--- src/rtl/cp0_unit.sv ---
// cp0_unit: MIPS coprocessor-0 holding BadVAddr, Count, Compare, Status, Cause and EPC,
// with precise exception/ERET commit, masked interrupt request and a Count prescaler.
module cp0_unit #(
    parameter int          NUM_HW_INT = 6,
    parameter int          COUNT_DIV  = 2,
    parameter logic [31:0] EXC_VECTOR = 32'hBFC00380,
    parameter logic [31:0] INT_VECTOR = 32'hBFC00380
) (
    input  logic                  cpu_clk_50M,
    input  logic                  cpu_rst,
    input  logic                  we,
    input  logic [4:0]            waddr,
    input  logic [31:0]           wdata,
    input  logic                  re,
    input  logic [4:0]            raddr,
    output logic [31:0]           rdata,
    input  logic [NUM_HW_INT-1:0] int_i,
    input  logic                  exc_valid,
    input  logic [4:0]            exccode_i,
    input  logic                  eret_i,
    input  logic [31:0]           pc_i,
    input  logic                  in_delay_i,
    input  logic [31:0]           badvaddr_i,
    output logic                  int_req,
    output logic                  flush,
    output logic                  flush_im,
    output logic [31:0]           excaddr,
    output logic [31:0]           status_o,
    output logic [31:0]           cause_o,
    output logic                  timer_int_o
);
    logic [31:0] badvaddr, count, compare, epc, presc;
    logic [7:0]  im;
    logic        exl, ie, bd, ti, mtc;
    logic [5:0]  ip_hw, hw_next;
    logic [1:0]  ip_sw;
    logic [4:0]  exccode;

    assign mtc      = we & ~exc_valid & ~eret_i;
    assign status_o = {3'b0, 1'b1, 12'b0, im, 6'b0, exl, ie};
    assign cause_o  = {bd, ti, 14'b0, ip_hw, ip_sw, 1'b0, exccode, 2'b0};
    assign int_req  = ie & ~exl & |(im & {ip_hw, ip_sw});
    assign flush    = ~cpu_rst & (exc_valid | eret_i);

    // ERET redirect forwards an EPC write that the ERET itself suppresses
    assign excaddr = cpu_rst ? 32'hBFC00000 :
                     exc_valid ? (exccode_i == 5'd0 ? INT_VECTOR : EXC_VECTOR) :
                     eret_i ? ((we && waddr == 5'd14) ? wdata : epc) : 32'h0;

    assign rdata = (cpu_rst || !re) ? 32'h0 :
                   raddr == 5'd8  ? badvaddr :
                   raddr == 5'd9  ? count :
                   raddr == 5'd11 ? compare :
                   raddr == 5'd12 ? status_o :
                   raddr == 5'd13 ? cause_o :
                   raddr == 5'd14 ? epc : 32'h0;

    always_comb begin
        hw_next = '0;
        hw_next[NUM_HW_INT-1:0] = int_i;
        hw_next[5] = hw_next[5] | timer_int_o;
    end

    always_ff @(posedge cpu_clk_50M or posedge cpu_rst) begin
        if (cpu_rst) begin
            badvaddr    <= '0;
            count       <= '0;
            compare     <= '0;
            epc         <= '0;
            presc       <= '0;
            im          <= '0;
            exl         <= 1'b0;
            ie          <= 1'b0;
            bd          <= 1'b0;
            ti          <= 1'b0;
            ip_hw       <= '0;
            ip_sw       <= '0;
            exccode     <= '0;
            timer_int_o <= 1'b0;
            flush_im    <= 1'b0;
        end else begin
            ip_hw    <= hw_next;
            ti       <= timer_int_o;
            flush_im <= flush;
            if (mtc && waddr == 5'd9) begin
                count <= wdata;
                presc <= '0;
            end else if (presc == 32'(COUNT_DIV - 1)) begin
                presc <= '0;
                count <= count + 32'd1;
            end else begin
                presc <= presc + 32'd1;
            end
            if (mtc && waddr == 5'd11)
                timer_int_o <= 1'b0;
            else if (count == compare)
                timer_int_o <= 1'b1;
            if (exc_valid) begin
                if (!exl) begin
                    epc <= in_delay_i ? pc_i - 32'd4 : pc_i;
                    bd  <= in_delay_i;
                end
                exl     <= 1'b1;
                exccode <= exccode_i;
                if (exccode_i == 5'd4 || exccode_i == 5'd5)
                    badvaddr <= badvaddr_i;
            end else if (eret_i) begin
                exl <= 1'b0;
            end else if (we) begin
                case (waddr)
                    5'd8:    badvaddr <= wdata;
                    5'd11:   compare <= wdata;
                    5'd12:   {im, exl, ie} <= {wdata[15:8], wdata[1], wdata[0]};
                    5'd13:   ip_sw <= wdata[9:8];
                    5'd14:   epc <= wdata;
                    default: ;
                endcase
            end
        end
    end
endmodule

--- config.mk ---
export PLATFORM = sky130hd
export DESIGN_NAME = cp0_unit
export DESIGN_NICKNAME = d
export VERILOG_FILES = /design/src/rtl/cp0_unit.sv
export SDC_FILE = /design/constraint.sdc
export NUM_CORES = 1
export LEC_CHECK = 0
export CORE_UTILIZATION = 55
export CTS_CLUSTER_DIAMETER = 50
export DETAILED_ROUTE_END_ITERATION = 10
export HOLD_SLACK_MARGIN = 0.12
export PLACE_DENSITY = 0.94
export SLEW_MARGIN = 25
export SYNTH_ARGS = -nofsm -noshare
export SYNTH_HDL_FRONTEND = slang
export SYNTH_SLANG_ARGS = --single-unit
--- constraint.sdc ---
create_clock -name cpu_clk_50M -period 14.06 [get_ports cpu_clk_50M]
set_clock_uncertainty 0.05 [all_clocks]
set_input_delay 1.406 -clock cpu_clk_50M [delete_from_list [all_inputs] [get_ports cpu_clk_50M]]
set_output_delay 1.406 -clock cpu_clk_50M [all_outputs]
set_load 0.05 [all_outputs]
==> reports/summary.json, run 1 <==
{
  "peakVddDrop_uv": 97.43,
  "clock_tree.buffer_depth": 2,
  "globalRouteOverflowTotal": 0,
  "cts-htree-levels": 4,
  "syn_to_final_growth_pct": 24.65,
  "async_flop_share": 1.000,
  "seq_area_frac_synth": 0.4167,
  "setup_crit_end_kind": "output port",
  "cts_setup_buffers": 0,
  "grt_setup_unrepaired": "false",
  "max-cap-violations": 0,
  "clock_sink_count": 187,
  "vias": 10650,
  "setup_viol_count_final": 0,
  "run_status": "finished, final reports clean",
  "timing_worst_slew_pin_value_ns": 0.9396,
  "power.static_leakage_uw": 0.005538,
  "detailedPlacementHpwl_um": 26310,
  "floorplan.core_area_sq_um": 19720,
  "vias_in_the_first_global_route": 10110,
  "floorplan.die_area_sq_um": 20990,
  "final.period_utilization": 0.4203,
  "starting_density_of_the_core": 0.5695,
  "syn_area_per_cell_sq_um": 9.071,
  "relSlewSlack": 0.3736,
  "wire_length_of_the_first_global_routing_pass_um": 55710,
  "fp-row-count": 51,
  "synth-warning-count": 0,
  "clkSlewWorstSetupHoldPaths_ns": 0.06,
  "postRouteWirelength_um": 36740,
  "globalRoute.busiestLayer": "met2",
  "final_antenna_net_count": 0,
  "grt_antenna_before_repair": 0,
  "drt_iter0_markers": 1449,
  "global_route.usage.met3": 0.07042,
  "first_pass_iters": 6,
  "crit_path_max_fanout": 14,
  "die_height_um": 144.9,
  "postCtsHoldBufs": 0,
  "synth_cells": 1238,
  "post_synth_instance_area_sq_um": 11230,
  "dieWidth_um": 144.9,
  "tritoncts.num_buffers": 17,
  "cts_repair_resize_count": 0,
  "startpoint_type": "input pin",
  "ys_dominant_reg_cell": "dfrtp_1",
  "clock_insertion_delay_worst_skew_ns": 0.44,
  "timing_worst_setup_path_type": "input pin to output port",
  "globalRouteMet2Util": 0.5671,
  "post-route-drc-count": 0,
  "totalNegativeSetupSlack_ns": 0,
  "slew_violations": 0,
  "nets": 1534,
  "synth.ff_latch_count": 187,
  "finalWorstPathRequiredPeriod_ns": 5.910,
  "diodes": 0,
  "hold_ws_ns": 0.4452,
  "power.density_nw_per_um2": 121.8,
  "numPortBuffers": 216,
  "yosysUniqueCellTypes": 57,
  "clock-root-buffer": "clkbuf_16",
  "use_met1": 0.4546,
  "clock_tree_from_tritoncts": "yes",
  "routed_via_density": 6.323,
  "final_hold_viol_count": 0,
  "synth_enable_flop_cells": 0,
  "routed_wire_length_per_instance_um": 21.81,
  "min_path_type": "flip-flop to flip-flop",
  "design.portCount": 256,
  "place.gp.congestion": 0.9174,
  "grt_max_degree": 86,
  "grt_use_total": 0.3553,
  "cp_data_arrival_time_ns": 4.45,
  "critPathRequiredTime_ns": 12.60,
  "share_of_post_route_cells_with_drive_strength_above_1": 0.08386,
  "fmaxAchievable_mhz": 169.2
}
## per-stage QoR
step	instance area, sq um	std cells	worst slack, ns	total power (uW)	util
6_report	14000	1684	8.150	1705	0.7099
5_1_grt	14000	1684	8.005	1769	0.7099
4_1_cts	13990	1684	8.209	1694	0.7097
3_5_place_dp	13380	1652	8.210	1197	0.6788
3_3_place_gp	13370	1652	7.917	1173	0.6783
2_1_floorplan	11370	1275	5.621	1035	-
## flip-flops by register name, indices dropped and copies added, names as in the netlist, 5 cells and up
signal,cells
exccode,5
epc,32
compare,32
ip_hw,6
badvaddr,32
im,8
presc,32
count,32
## cell usage after synthesis, drive strengths merged (5+ instances only)
library cell | count | area, sq um
a22oi | 52 | 390.4
clkbuf | 52 | 195.2
nor4 | 13 | 108.9
and3 | 18 | 112.6
nor2b | 7 | 43.79
nand4 | 27 | 168.9
inv | 9 | 33.78
and4 | 10 | 87.58
nand3 | 26 | 130.1
xor2 | 54 | 473.0
o21ai | 82 | 414.2
a21oi | 111 | 555.5
nor4b | 5 | 50.04
dfrtp | 187 | 4679
or2 | 5 | 31.28
mux2i | 50 | 500.5
nor3b | 17 | 132.6
nand2 | 144 | 540.5
buf | 63 | 421.7
mux2 | 50 | 563.0
a222oi | 7 | 70.07
nor2 | 108 | 405.4
nand2b | 14 | 87.58
xnor2 | 66 | 578.1
nor3 | 22 | 131.4
## critical path, stage by stage
cell and delay, ns:
clkdlybuf4s50_1 0.85, nand3b_1 0.27, or3_1 0.62, mux2i_1 0.24, a21oi_1 0.20, clkdlybuf4s50_1 0.85
## path summary, 6_finish.rpt
| check | from | to | slack (ns) | cells past startpoint |
|---|---|---|---|---|
| worst min-delay path | presc[0] | presc[0] | 0.45 | 1 |
| worst max-delay path | raddr[0] | rdata[8] | 8.15 | 6 |
| worst min register to register | presc[0] | presc[0] | 0.45 | 1 |
| min in group asynchronous | cpu_rst | epc[3] | 1.52 | 2 |
| max in group asynchronous | cpu_rst | presc[9] | 10.41 | 4 |
| worst max register to register | presc[15] | presc[4] | 11.22 | 5 |
## routing by layer
metal,vias to the layer above,routed length [um]
li1,4620,-
met3,148,3894
met2,767,17190
met4,0,2141
met5,-,0
met1,5113,13510
## kinds of logic after synthesis
group	count (synthesis)	synth area share
other cells	2	0.0006688
simple gates	436	0.1958
fa+ha+maj	4	0.004457
compound gates	265	0.1362
mux	100	0.09471
xor+xnor	120	0.09359
flops	187	0.4167
buf+inv	124	0.05794
## layout make-up
class,count,area [sq um]
well taps,265,331.6
flip-flops and latches,187,4679
inverters,9,38.79
multi-input cells,964,6092
clock inverters,13,166.4
clock buffers,19,442.9
fillers,1360,5720
repair buffers,227,2246
## placed cells by master, fill, tap and decap left out, types with 50 or more instances in the layout
master and n:
xor2_1 54, clkdlybuf4s50_1 215, mux2_2 50, a21oi_1 110, a22oi_1 52, nand2_1 143, xnor2_1 66, dfrtp_1 187
mux2i_1 50, nor2_1 104
## report_power, final
| group | internal [uW] | leakage (uW) | switching (uW) |
|---|---|---|---|
| logic | 181 | 0.00298 | 261 |
| registers | 639 | 0.00227 | 125 |
| clock network | 286 | 0.000290 | 214 |
Power figures use the tool's default switching activity.
==> run 2, diff against run 1 <==
--- a/config.mk
+++ b/config.mk
@@ -5,11 +5,11 @@
 export SDC_FILE = /design/constraint.sdc
 export NUM_CORES = 1
 export LEC_CHECK = 0
-export CORE_UTILIZATION = 55
+export CORE_UTILIZATION = 51
 export CTS_CLUSTER_DIAMETER = 50
 export DETAILED_ROUTE_END_ITERATION = 10
 export HOLD_SLACK_MARGIN = 0.12
-export PLACE_DENSITY = 0.94
+export PLACE_DENSITY = 0.89
 export SLEW_MARGIN = 25
 export SYNTH_ARGS = -nofsm -noshare
 export SYNTH_HDL_FRONTEND = slang
==> constraint.sdc (replaced) <==
create_clock -name cpu_clk_50M -period 5.61 [get_ports cpu_clk_50M]
set_clock_uncertainty 0.05 [all_clocks]
set_input_delay 0.561 -clock cpu_clk_50M [delete_from_list [all_inputs] [get_ports cpu_clk_50M]]
set_output_delay 0.561 -clock cpu_clk_50M [all_outputs]
set_load 0.05 [all_outputs]
==> run 2 against run 1 <==
Net effect:
- final cell count increased by 0.95%
- die area increased by 7.7%
- final area increased by 0.80%
- critical path depth increased by 1
- sequential cell count unchanged
- non-clock buffer count increased by 5
- clock power increased to 2.7 times the previous value
- count of clock-buffer cells in the layout increased by 4
- total power increased to 2.5 times the previous value
- critical path type unchanged
- combinational power increased by 150%
- global-route usage decreased by 3.7 points
- worst setup slack got worse by 7.1 ns
==> reports/summary.json, run 2 (synthesis results as in run 1) <==
{
  "setup_crit_end_kind": {"value": "output port", "change": "unchanged"},
  "wire_length_of_the_first_global_routing_pass": {"value": 54700, "unit": "um", "change": "was 55710 um"},
  "timing.critical_path.slowest_cell_delay": {"value": 0.86, "unit": "ns", "change": "was 0.85 ns"},
  "cts_repair_resize_count": {"value": 0, "change": "unchanged"},
  "vias": {"value": 10500, "change": "was 10650"},
  "crit_path_max_fanout": {"value": 20, "change": "was 14"},
  "routed_wire_length_per_instance": {"value": 20.98, "unit": "um", "change": "was 21.81 um"},
  "design.portCount": {"value": 256, "change": "unchanged"},
  "power.density": {"value": 307.2, "unit": "nW/um^2", "change": "was 121.8 nW/um^2"},
  "routed_via_density": {"value": 6.177, "change": "was 6.323"},
  "run_status": {"value": "finished, final reports clean", "change": "unchanged"},
  "place.gp.congestion": {"value": 0.9576, "change": "was 0.9174"},
  "setup_viol_count_final": {"value": 0, "change": "unchanged"},
  "fmaxAchievable_mhz": 218.3,
  "max-cap-violations": {"value": 0, "change": "unchanged"},
  "net-switching-power": {"value": 1481, "unit": "uW", "change": "was 599.6 uW"},
  "floorplan.core_area": {"value": 21290, "unit": "sq um", "change": "was 19720 sq um"},
  "hold_ws": {"value": 0.4371, "unit": "ns", "change": "was 0.4452 ns"},
  "kind_of_cell_with_the_highest_combined_delay_on_the_critical_path": {"value": "buffers and inverters", "change": "unchanged"},
  "share_of_post_route_cells_with_drive_strength_above_1": {"value": 0.08567, "change": "was 0.08386"},
  "final_hold_viol_count": {"value": 0, "change": "unchanged"},
  "totalNegativeSetupSlack": {"value": 0, "unit": "ns", "change": "unchanged"},
  "detailedPlacementHpwl": {"value": 25750, "unit": "um", "change": "was 26310 um"},
  "finalWorstPathRequiredPeriod_ns": 4.581,
  "clock_tree_from_tritoncts": {"value": "yes", "change": "unchanged"},
  "clock_insertion_delay_worst_skew": {"value": 0.43, "unit": "ns", "change": "was 0.44 ns"},
  "worstPathBufferInverterCount": {"value": 3, "change": "was 2"},
  "starting_density_of_the_core": {"value": 0.5275, "change": "was 0.5695"},
  "nets": {"value": 1539, "change": "was 1534"},
  "grt_use_total": {"value": 0.3184, "change": "was 0.3553"},
  "power.total": {"value": 4334, "unit": "uW", "change": "was 1705 uW"},
  "cts_setup_buffers": {"value": 0, "change": "unchanged"},
  "first_pass_iters": {"value": 7, "change": "was 6"},
  "path_cells": {"value": "clkdlybuf4s50_1 -> nand3b_1 -> nor2_2 -> buf_4 -> a22oi_1 -> a21oi_1 -> clkdlybuf4s50_1", "change": "was clkdlybuf4s50_1 -> nand3b_1 -> or3_1 -> mux2i_1 -> a21oi_1 -> clkdlybuf4s50_1"},
  "slew_violations": {"value": 0, "change": "unchanged"},
  "floorplan.die_area": {"value": 22620, "unit": "sq um", "change": "was 20990 sq um"},
  "seq_power_share": {"value": 0.441, "change": "was 0.448"},
  "tritoncts.num_buffers": {"value": 17, "change": "unchanged"},
  "finish.cell_count_without_fillers": {"value": 1700, "change": "was 1684"},
  "relSlewSlack": {"value": 0.3757, "change": "was 0.3736"},
  "globalRouteOverflowTotal": {"value": 0, "change": "unchanged"},
  "timing_worst_setup_path_type": {"value": "input pin to output port", "change": "unchanged"},
  "post-route-drc-count": {"value": 0, "change": "unchanged"},
  "syn_to_final_growth": {"value": 25.64, "unit": "%", "change": "was 24.65%"},
  "clock_sink_count": {"value": 187, "change": "unchanged"},
  "min_path_type": {"value": "flip-flop to flip-flop", "change": "unchanged"},
  "postRouteWirelength": {"value": 35670, "unit": "um", "change": "was 36740 um"},
  "vias_in_the_first_global_route": {"value": 10040, "change": "was 10110"},
  "critPathRequiredTime": {"value": 5.00, "unit": "ns", "change": "was 12.60 ns"},
  "clock_tree.buffer_depth": {"value": 2, "change": "unchanged"},
  "clock-root-buffer": {"value": "clkbuf_16", "change": "unchanged"},
  "crit_path_top_delay_cell": {"value": "clkdlybuf4s50_1", "change": "unchanged"},
  "peakVddDrop": {"value": 242.4, "unit": "uV", "change": "was 97.43 uV"},
  "final_antenna_net_count": {"value": 0, "change": "unchanged"},
  "numPortBuffers": {"value": 216, "change": "unchanged"},
  "postLayoutSetupSlackWorst": {"value": 1.029, "unit": "ns", "change": "was 8.150 ns"},
  "power.internal": {"value": 2854, "unit": "uW", "change": "was 1105 uW"},
  "timing_worst_slew_pin_value": {"value": 0.9365, "unit": "ns", "change": "was 0.9396 ns"},
  "place_inst": {"value": 1666, "change": "was 1652"},
  "drt_iter0_markers": {"value": 1206, "change": "was 1449"},
  "power.static_leakage": {"value": 0.005586, "unit": "uW", "change": "was 0.005538 uW"},
  "grt_setup_unrepaired": {"value": "false", "change": "unchanged"},
  "startpoint_type": {"value": "input pin", "change": "unchanged"},
  "postCtsHoldBufs": {"value": 0, "change": "unchanged"},
  "grt_max_degree": {"value": 188, "change": "was 86"},
  "clkSlewWorstSetupHoldPaths": {"value": 0.07, "unit": "ns", "change": "was 0.06 ns"},
  "die_height": {"value": 150.4, "unit": "um", "change": "was 144.9 um"},
  "power.share.switching": {"value": 0.3416, "change": "was 0.3517"},
  "place_ws": {"value": 1.105, "unit": "ns", "change": "was 8.210 ns"},
  "power_frac_clock": {"value": 0.307, "change": "was 0.293"},
  "cp_data_arrival_time": {"value": 3.97, "unit": "ns", "change": "was 4.45 ns"},
  "grt_antenna_before_repair": {"value": 0, "change": "unchanged"},
  "dieWidth": {"value": 150.4, "unit": "um", "change": "was 144.9 um"},
  "fp-row-count": {"value": 53, "change": "was 51"},
  "final.period_utilization": 0.8166,
  "layout_common_cells": {"value": "clkdlybuf4s50_1 (215), dfrtp_1 (187), nand2_1 (144)", "change": "was clkdlybuf4s50_1 (215), dfrtp_1 (187), nand2_1 (143)"},
  "cts-htree-levels": {"value": 4, "change": "unchanged"},
  "p_comb_frac": {"value": 0.252, "change": "was 0.259"},
  "critical_path.most_common_cell": {"value": "clkdlybuf4s50_1", "change": "unchanged"},
  "layout_commonest_cell": {"value": "clkdlybuf4s50_1", "change": "unchanged"}
}
-- run 2: per-layer routing --
metal	global-route usage	routed length [um]	share of wire
met3	0.06576	3280	0.092
met2	0.5030	16850	0.47
met1	0.4074	13570	0.38
met5	0	0	0
met4	0.1788	1968	0.055
-- run 2: path summary, 6_finish.rpt --
path / slack [ns] / startpoint / endpoint / depth (start not counted)
min in group asynchronous: 0.74 / cpu_rst / epc[12] / 3
worst min register to register: 0.44 / presc[0] / presc[0] / 1
worst max register to register: 2.84 / presc[15] / presc[16] / 5
max in group asynchronous: 3.84 / cpu_rst / compare[3] / 4
worst min-delay path: 0.44 / presc[0] / presc[0] / 1
worst max-delay path: 1.03 / raddr[0] / rdata[16] / 7
-- run 2: power groups by stage --
stage	logic [uW]	clock network [uW]	registers [uW]
2_1_floorplan	733	0	1860
3_3_place_gp	1040	0	1910
3_5_place_dp	1070	0	1920
4_1_cts	1080	1330	1900
5_1_grt	1180	1390	1940
6_report	1090	1330	1910
-- run 2: metrics by stage --
step	util	instance area, sq um
after floorplan	-	11370
after global placement	0.6308	13430
after detailed placement	0.6308	13430
after CTS	0.6611	14070
after global routing	0.6627	14110
final	0.6628	14110
-- run 2: area by class of cell --
type,count,area (sq um)
well taps,275,344.1
inverters,9,37.54
diodes,1,2.502
flip-flops and latches,187,4679
fillers,1650,7178
clock inverters,9,157.7
multi-input cells,964,6087
repair buffers,232,2312
clock buffers,23,488.0
